===== src/rtl/seven_segment_scan_ctrl.sv =====
// Scans DIGITS hex nibbles onto a shared 7-segment bus with one-hot digit enables,
// an anti-ghosting blank at the start of each slot, and frame-aligned value updates.
//   state | meaning
//   IDLE  | display dark, counters held at 0, pending copies straight to display
//   BLANK | slot_cnt 0..BLANK_CYCLES-1, all digit enables low
//   SHOW  | slot_cnt BLANK_CYCLES..SCAN_DIV-1, current digit lit
module seven_segment_scan_ctrl #(
  parameter int DIGITS       = 4,
  parameter int SCAN_DIV     = 1000,
  parameter int BLANK_CYCLES = 16
) (
  input  logic                  clock,
  input  logic                  resetb,
  input  logic                  enable,
  input  logic                  load_valid,
  output logic                  load_ready,
  input  logic [4*DIGITS-1:0]   load_value,
  output logic [6:0]            segments,
  output logic [DIGITS-1:0]     digit_en,
  output logic                  frame_start
);

  localparam int CW = $clog2(SCAN_DIV);
  localparam int IW = $clog2(DIGITS);

  typedef enum logic [1:0] {IDLE, BLANK, SHOW} state_t;

  state_t                  state, state_nxt;
  logic [CW-1:0]           slot_cnt, cnt_nxt;
  logic [IW-1:0]           digit_idx, idx_nxt;
  logic [DIGITS-1:0][3:0]  display, pending, display_nxt;
  logic                    copy;
  logic [6:0]              segments_nxt;
  logic [DIGITS-1:0]       digit_en_nxt;
  logic                    frame_start_nxt;

  function automatic logic [6:0] seg_decode(input logic [3:0] h);
    case (h)
      4'h0: seg_decode = 7'h3F;
      4'h1: seg_decode = 7'h06;
      4'h2: seg_decode = 7'h5B;
      4'h3: seg_decode = 7'h4F;
      4'h4: seg_decode = 7'h66;
      4'h5: seg_decode = 7'h6D;
      4'h6: seg_decode = 7'h7D;
      4'h7: seg_decode = 7'h07;
      4'h8: seg_decode = 7'h7F;
      4'h9: seg_decode = 7'h6F;
      4'hA: seg_decode = 7'h77;
      4'hB: seg_decode = 7'h7C;
      4'hC: seg_decode = 7'h39;
      4'hD: seg_decode = 7'h5E;
      4'hE: seg_decode = 7'h79;
      default: seg_decode = 7'h71;
    endcase
  endfunction

  // pending_full is the complement of load_ready, so only one flop tracks it.
  // Copies happen during the frame_start cycle (or any IDLE cycle).
  assign copy        = !load_ready && (state == IDLE || frame_start);
  assign display_nxt = copy ? pending : display;

  always_comb begin
    state_nxt = state;
    cnt_nxt   = slot_cnt;
    idx_nxt   = digit_idx;
    if (!enable) begin
      state_nxt = IDLE;
      cnt_nxt   = '0;
      idx_nxt   = '0;
    end else begin
      case (state)
        IDLE: begin
          state_nxt = BLANK;
          cnt_nxt   = '0;
          idx_nxt   = '0;
        end
        BLANK: begin
          cnt_nxt = slot_cnt + 1'b1;
          if (slot_cnt == CW'(BLANK_CYCLES - 1)) state_nxt = SHOW;
        end
        SHOW: begin
          if (slot_cnt == CW'(SCAN_DIV - 1)) begin
            state_nxt = BLANK;
            cnt_nxt   = '0;
            idx_nxt   = (digit_idx == IW'(DIGITS - 1)) ? '0 : digit_idx + 1'b1;
          end else begin
            cnt_nxt = slot_cnt + 1'b1;
          end
        end
        default: state_nxt = IDLE;
      endcase
    end
  end

  // Outputs are registered from the next-state view so they line up with state.
  always_comb begin
    segments_nxt    = '0;
    digit_en_nxt    = '0;
    frame_start_nxt = (state_nxt == BLANK) && (cnt_nxt == '0) && (idx_nxt == '0);
    if (state_nxt == SHOW) begin
      digit_en_nxt = DIGITS'(1) << idx_nxt;
      segments_nxt = seg_decode(display_nxt[idx_nxt]);
    end
  end

  always_ff @(posedge clock or negedge resetb) begin
    if (!resetb) begin
      state       <= IDLE;
      slot_cnt    <= '0;
      digit_idx   <= '0;
      display     <= '0;
      pending     <= '0;
      load_ready  <= 1'b1;
      segments    <= '0;
      digit_en    <= '0;
      frame_start <= 1'b0;
    end else begin
      state       <= state_nxt;
      slot_cnt    <= cnt_nxt;
      digit_idx   <= idx_nxt;
      segments    <= segments_nxt;
      digit_en    <= digit_en_nxt;
      frame_start <= frame_start_nxt;
      display     <= display_nxt;
      if (copy) begin
        load_ready <= 1'b1;
      end else if (load_valid && load_ready) begin
        pending    <= load_value;
        load_ready <= 1'b0;
      end
    end
  end

endmodule

===== config.mk =====
export PLATFORM = sky130hd
export DESIGN_NAME = seven_segment_scan_ctrl
export DESIGN_NICKNAME = d
export VERILOG_FILES = /design/src/rtl/seven_segment_scan_ctrl.sv
export SDC_FILE = /design/constraint.sdc
export NUM_CORES = 1
export LEC_CHECK = 0
export ABC_CLOCK_PERIOD_IN_PS = 2800
export BUFFER_PORTS_ARGS = -buffer_cell sky130_fd_sc_hd__buf_2
export CAP_MARGIN = 20
export CORE_ASPECT_RATIO = 1.2
export CORE_MARGIN = 2
export CORE_UTILIZATION = 54
export CTS_BUF_LIST = sky130_fd_sc_hd__clkbuf_8
export DETAILED_ROUTE_END_ITERATION = 10
export PLACE_DENSITY = 0.87
export SYNTH_ARGS = -nofsm -noshare
export SYNTH_HDL_FRONTEND = slang
export SYNTH_SLANG_ARGS = --single-unit

===== constraint.sdc =====
create_clock -name clock -period 2.8 [get_ports clock]
set_input_delay 0.28 -clock clock [delete_from_list [all_inputs] [get_ports clock]]
set_output_delay 0.28 -clock clock [all_outputs]
set_load 0.05 [all_outputs]

==> results.sh, run 1 <==
export IMPL_avgRoutedWirePerCell_um=15.9
export IMPL_slew_headroom=0.552
export IMPL_place_congestion=0.875
export IMPL_post_place_ws_ps=-36.1
export IMPL_r2r_cells=11
export IMPL_grt_pass1_vias=2002
export IMPL_dieArea_sq_um=5960
export IMPL_fillers=388
export IMPL_synthArstFlopShare=1.00
export IMPL_grt_overflow=0
export IMPL_min_path_cells=2
export IMPL_cts_sinks=59
export IMPL_clock_latency_ps=330
export IMPL_layout_nets=314
export IMPL_met2_length_um=2970
export IMPL_drive_above_1_share=0.409
export IMPL_fin_setup_tns_ps=0
export IMPL_grt_usage=0.201
export IMPL_yosysMostFrequentCell="dfrtp_1"
export IMPL_crit_chain="ha_2 -> nand2_2 -> nor3_4 -> mux2_4 -> mux2i_1 -> mux2_4 -> inv_2 -> ha_2 -> nor2_1 -> a22oi_1 -> o41ai_1"
export IMPL_wl_met3_um=185
export IMPL_tritoncts="built"
export IMPL_numCtsBuffers=9
export IMPL_drt_pass1_iter_count=5
export IMPL_htree_levels=3
export IMPL_period_share=0.941
export IMPL_finalCriticalPeriod_ps=2640
export IMPL_synth_cells=234
export IMPL_wl_met1_um=2280
export IMPL_ys_flop_type="dfrtp_1"
export IMPL_ys_warnings_count=0
export IMPL_finalNonFillerCells=353
export IMPL_p_leak_uw=0.00172
export IMPL_synth_largest_area_cell="dfrtp_1"
export IMPL_ys_seq_elements=59
export IMPL_dr_total_vias=1987
export IMPL_holdPathEnd="load_ready$_DFFE_PN1P_"
export IMPL_rows=29
export IMPL_io_pins=33
export IMPL_synth_nets=262
export IMPL_chipHeight_um=84.1
export IMPL_setup_slack_ps=165
export IMPL_clockBufferDepth=2
export IMPL_port_buffer_count=32
export IMPL_place_hpwl_um=4040
export IMPL_yosys_top_cells_area="dfrtp_1 (50%), mux2_2 (14%), mux2i_1 (4.8%)"
export IMPL_initial_utilization=0.553
export IMPL_hp_start="load_valid"
export IMPL_viasPerCell=5.63
export IMPL_drc=0
export IMPL_highest_layer="met4"
export IMPL_rsz0062_at_grt="false"
export IMPL_avgSynthCellArea_sq_um=12.4
export IMPL_critical_path_class="flop to flop"
export IMPL_ir_drop_mv=0.570
export IMPL_critPathMaxFanout=6
export IMPL_cp_arrival_ps=2830
export IMPL_yosysUniqueCellTypes=45
export IMPL_chipWidth_um=70.8
export IMPL_slew_viol_final=0
export IMPL_ant_nets=0
export IMPL_finalSetupViolCount=0
export IMPL_synth_top_area_frac=0.502
export IMPL_worstReg2RegEnd="segments[0]$_DFF_PN0_"
export IMPL_insertedDiodeCount=0
export IMPL_grt_max_degree=26
export IMPL_cts_root_buf="clkbuf_8"
export IMPL_fmax_mhz=379
export IMPL_outcome="finished, final reports clean"
export IMPL_postLayoutCellArea_sq_um=3510
export IMPL_worstReg2RegStart="slot_cnt[1]$_DFF_PN0_"
export IMPL_antenna_found_initial=0
export IMPL_netlist_top_cells_count="dfrtp_1 (58), mux2_2 (37), nor2_1 (17)"
export IMPL_slowest_delay_ps=390
export IMPL_worst_pin_slew_ps=668
export IMPL_ys_seq_area_frac=0.511
export IMPL_dp_cells=333
export IMPL_dr_first_iter_drc_count=78
export IMPL_startpoint_type="flop"
export IMPL_hold_viol=0
export IMPL_core_area_sq_um=5230
export IMPL_synth_area_sq_um=2890
export IMPL_grt_pass1_wl_um=9190
export IMPL_crit_slowest_cell="mux2_4"
export IMPL_clock_skew_ps=4.76
export IMPL_place_area_sq_um=3190
export IMPL_crit_path_end_kind="flop"
export IMPL_area_growth_pct=21.3
export IMPL_totalWireLength_um=5600
export IMPL_cap_violations=0
export IMPL_power_uw=2550
export IMPL_synth_edff_count=0
export IMPL_required_ps=2990
export IMPL_path_clk_slew_ps=70
export IMPL_cellPowerDensity_nw_per_um2=727
export IMPL_r2r_slack_ps=160
export IMPL_hold_path_class="input port to flop"
per-stage QoR:
stage | util | hold WS [ps]
after floorplan | - | -15.6
after global routing | 0.671 | 113
after detailed placement | 0.610 | 294
after global placement | 0.610 | 300
after CTS | 0.661 | 87.4
final | 0.671 | 102
cell families after synthesis:
kind of cell | Yosys count | share of synthesized area
adder cells (fa/ha/maj) | 8 | 0.0346
flip-flops | 59 | 0.511
AO/OA/AOI/OAI | 25 | 0.0680
buffers and inverters | 12 | 0.0164
XOR/XNOR | 10 | 0.0303
AND/OR/NAND/NOR | 64 | 0.122
multiplexers | 56 | 0.218
layer usage:
metal  GRT usage  vias up
met3      0.0360       13
met4       0.125        0
met5           0        -
met2       0.339       44
li1            -      940
met1       0.236      990
critical path: cells and delay by family, from the launching register on:
kind / cells / cell delay, ps
muxes: 3 / 840
DFF: 1 / 380
AOI/OAI and AO/OA: 2 / 270
adders and majority gates: 2 / 400
and+or+nand+nor: 3 / 500
buffers and inverters: 1 / 110
area by class of cell:
type	count	area (sq um)	share of cell area
flip-flops and latches	59	1480	0.421
repair buffers	47	279	0.0796
well taps	62	77.6	0.0221
multi-input cells	163	1410	0.401
clock buffers	10	138	0.0393
inverters	6	22.5	0.00642
clock inverters	6	104	0.0296
layout by cell type (no fill, tap or decap), types with 2 or more instances in the layout:
cell type   n
dfrtp_1    58
mux2_2     34
buf_2      32
nor2_1     16
mux2i_1    14
buf_4      13
nand2_1    11
clkbuf_8   10
nand3_1     7
mux2_4      6
and3_1      6
xor2_1      6
nor2b_1     5
inv_1       5
ha_1        5
o21ai_0     4
xnor2_1     4
and2_1      3
nor3_1      3
a22oi_1     3
o31ai_1     3
bufinv_16   3
nor2_2      2
inv_2       2
o21ai_1     2
a221oi_1    2
a21oi_1     2
ha_2        2
clkinv_2    2
repair_timing:
item	CTS	global route
hold buffers	1	0
resized for setup	0	13
setup endpoints to repair	5	6
setup buffers	2	1
hold endpoints to repair	22	0
pin swaps	1	2
flip-flops by register name, summed over array words and instances (netlist names):
signal	flops
display	16
pending	16
slot_cnt	10
segments	7
digit_en	4
digit_idx	2
state	2
frame_start	1
load_ready	1
worst max-delay path by stage:
stage	from	endpoint	slack, ps	cells after the start
after floorplan	frame_start$_DFF_PN0_	segments[0]$_DFF_PN0_	50	9
after global placement	slot_cnt[1]$_DFF_PN0_	segments[5]$_DFF_PN0_	100	10
after detailed placement	digit_idx[0]$_DFF_PN0_	segments[6]$_DFF_PN0_	-40	10
after global routing	slot_cnt[1]$_DFF_PN0_	segments[3]$_DFF_PN0_	0.5	11
after CTS	slot_cnt[1]$_DFF_PN0_	segments[6]$_DFF_PN0_	5	10
final	slot_cnt[1]$_DFF_PN0_	segments[0]$_DFF_PN0_	160	11
report_power, final:
group	switching, uW	total, uW	internal (uW)
Clock	325	934	609
Sequential	50.3	1040	990
Combinational	294	574	280
Total	669	2550	1880
Power figures use the tool's default switching activity.
==> inputs of run 2 (changes only) <==
RECOVER_POWER = 50   (was unset)
==> run 2 against run 1 <==
  * Non-clock buffer count unchanged
  * Critical path depth shrank 1
  * Clock skew barely moved
==> results.sh, run 2 (synthesis gave the netlist of run 1 again) <==
export IMPL_path_delay_family="multiplexers"
export IMPL_layout_commonest_cell="dfrtp_1"
export IMPL_totalWireLength_um=5610
export IMPL_place_area_sq_um=3190
export IMPL_holdWs_ps=102
export IMPL_numCtsBuffers=9
export IMPL_outcome="finished, final reports clean"
export IMPL_antenna_found_initial=0
export IMPL_ir_drop_mv=0.570
export IMPL_cellPowerDensity_nw_per_um2=731
export IMPL_crit_slowest_cell="dfrtp_1"
export IMPL_path_clk_slew_ps=70
export IMPL_port_buffer_count=32
export IMPL_drc=0
export IMPL_slew_viol_final=0
export IMPL_startpoint_type="flop"
export IMPL_cap_violations=0
export IMPL_postLayoutCellArea_sq_um=3480
export IMPL_clock_latency_ps=330
export IMPL_period_share=0.940
export IMPL_cts_sinks=59
export IMPL_place_hpwl_um=4040
export IMPL_worst_pin_slew_ps=1300
export IMPL_finalCriticalPeriod_ps=2630
export IMPL_cts_root_buf="clkbuf_8"
export IMPL_io_pins=33
export IMPL_area_growth_pct=20.5
export IMPL_path_buf_inv=1
export IMPL_drt_pass1_iter_count=5
export IMPL_rows=29
export IMPL_final_cell_mix="dfrtp_1 (58), mux2_2 (34), buf_2 (19), nor2_1 (16)"
export IMPL_initial_utilization=0.553
export IMPL_htree_levels=3
export IMPL_grt_usage=0.201
export IMPL_hold_path_class="input port to flop"
export IMPL_viasPerCell=5.63
export IMPL_ant_nets=0
export IMPL_clock_skew_ps=4.52
export IMPL_grt_overflow=0
export IMPL_rsz0062_at_grt="false"
export IMPL_fmax_mhz=380
export IMPL_crit_top_cell="mux2_4"
export IMPL_slew_headroom=0.133
export IMPL_grt_pass1_wl_um=9190
export IMPL_crit_chain="ha_1 -> nor4b_1 -> o21ai_0 -> mux2i_2 -> buf_4 -> mux2_4 -> mux2_4 -> and2_4 -> a22oi_1 -> o41ai_1"
export IMPL_reg_top3="display (16), pending (16), slot_cnt (10)"
export IMPL_dr_first_iter_drc_count=80
export IMPL_dieArea_sq_um=5960
export IMPL_drive_above_1_share=0.357
export IMPL_slowest_delay_ps=410
export IMPL_insertedDiodeCount=0
export IMPL_dr_total_vias=1989
export IMPL_core_area_sq_um=5230
export IMPL_required_ps=2990
export IMPL_final_util=0.667
export IMPL_layout_nets=314
export IMPL_grt_max_degree=26
export IMPL_chipWidth_um=70.8
export IMPL_crit_path_end_kind="flop"
export IMPL_chipHeight_um=84.1
export IMPL_p_leak_uw=0.00167
export IMPL_avgRoutedWirePerCell_um=15.9
export IMPL_critPathMaxFanout=5
export IMPL_cp_arrival_ps=2830
export IMPL_hold_viol=0
export IMPL_tritoncts="built"
export IMPL_place_congestion=0.875
export IMPL_critical_path_class="flop to flop"
export IMPL_finalSetupViolCount=0
export IMPL_clockBufferDepth=2
export IMPL_grt_pass1_vias=2002
==> run 2: power by group <==
| group | total (uW) | switching (uW) | internal (uW) | leakage, uW |
|---|---|---|---|---|
| sequential | 1040 | 50.4 | 990 | 0.000744 |
| combinational | 572 | 293 | 278 | 0.000798 |
| clock | 933 | 324 | 609 | 0.000127 |
| total | 2550 | 668 | 1880 | 0.00167 |
==> run 2: path summary, 6_finish.rpt <==
check | start | end | slack [ps] | depth (start not counted)
worst max-delay path | digit_idx[0]$_DFF_PN0_ | segments[0]$_DFF_PN0_ | 170 | 10
worst min-delay path | load_valid | load_ready$_DFFE_PN1P_ | 100 | 2
worst max register to register | digit_idx[0]$_DFF_PN0_ | segments[0]$_DFF_PN0_ | 170 | 10
worst min register to register | display[11]$_DFF_PN0_ | display[11]$_DFF_PN0_ | 500 | 1
max in group asynchronous | resetb | digit_idx[0]$_DFF_PN0_ | 790 | 3
min in group asynchronous | resetb | slot_cnt[2]$_DFF_PN0_ | 760 | 2
==> run 2: timing repair <==
item,CTS,global route
setup endpoints to repair,5,6
buffers inserted,2,1
cloned,0,0
hold buffers,1,0
hold endpoints to repair,22,0
pin swaps,1,2
resized for setup,0,13
==> run 2: cell type report <==
cell class | instances | area, sq um
clock inverters | 6 | 104
inverters | 6 | 22.5
flip-flops and latches | 59 | 1480
fillers | 401 | 1740
multi-input cells | 163 | 1410
well taps | 62 | 77.6
clock buffers | 10 | 138
repair buffers | 47 | 256
==> run 2: metrics by stage <==
step	TNS, ps	worst slack (ps)	std cells	power [uW]
after global placement	0	100	333	1560
after CTS	0	4.74	352	2540
after detailed placement	-65.6	-36.1	333	1590
after global routing	0	0.489	353	2650
after floorplan	0	47.4	234	1450
final	0	167	353	2550
==> run 2: routing by layer <==
| layer | share of wire | global-route usage | vias to the layer above |
|---|---|---|---|
| met3 | 0.037 | 0.0360 | 12 |
| met4 | 0.027 | 0.125 | 0 |
| met5 | 0 | 0 | - |
| met1 | 0.41 | 0.236 | 987 |
| met2 | 0.53 | 0.339 | 50 |
| li1 | - | - | 940 |
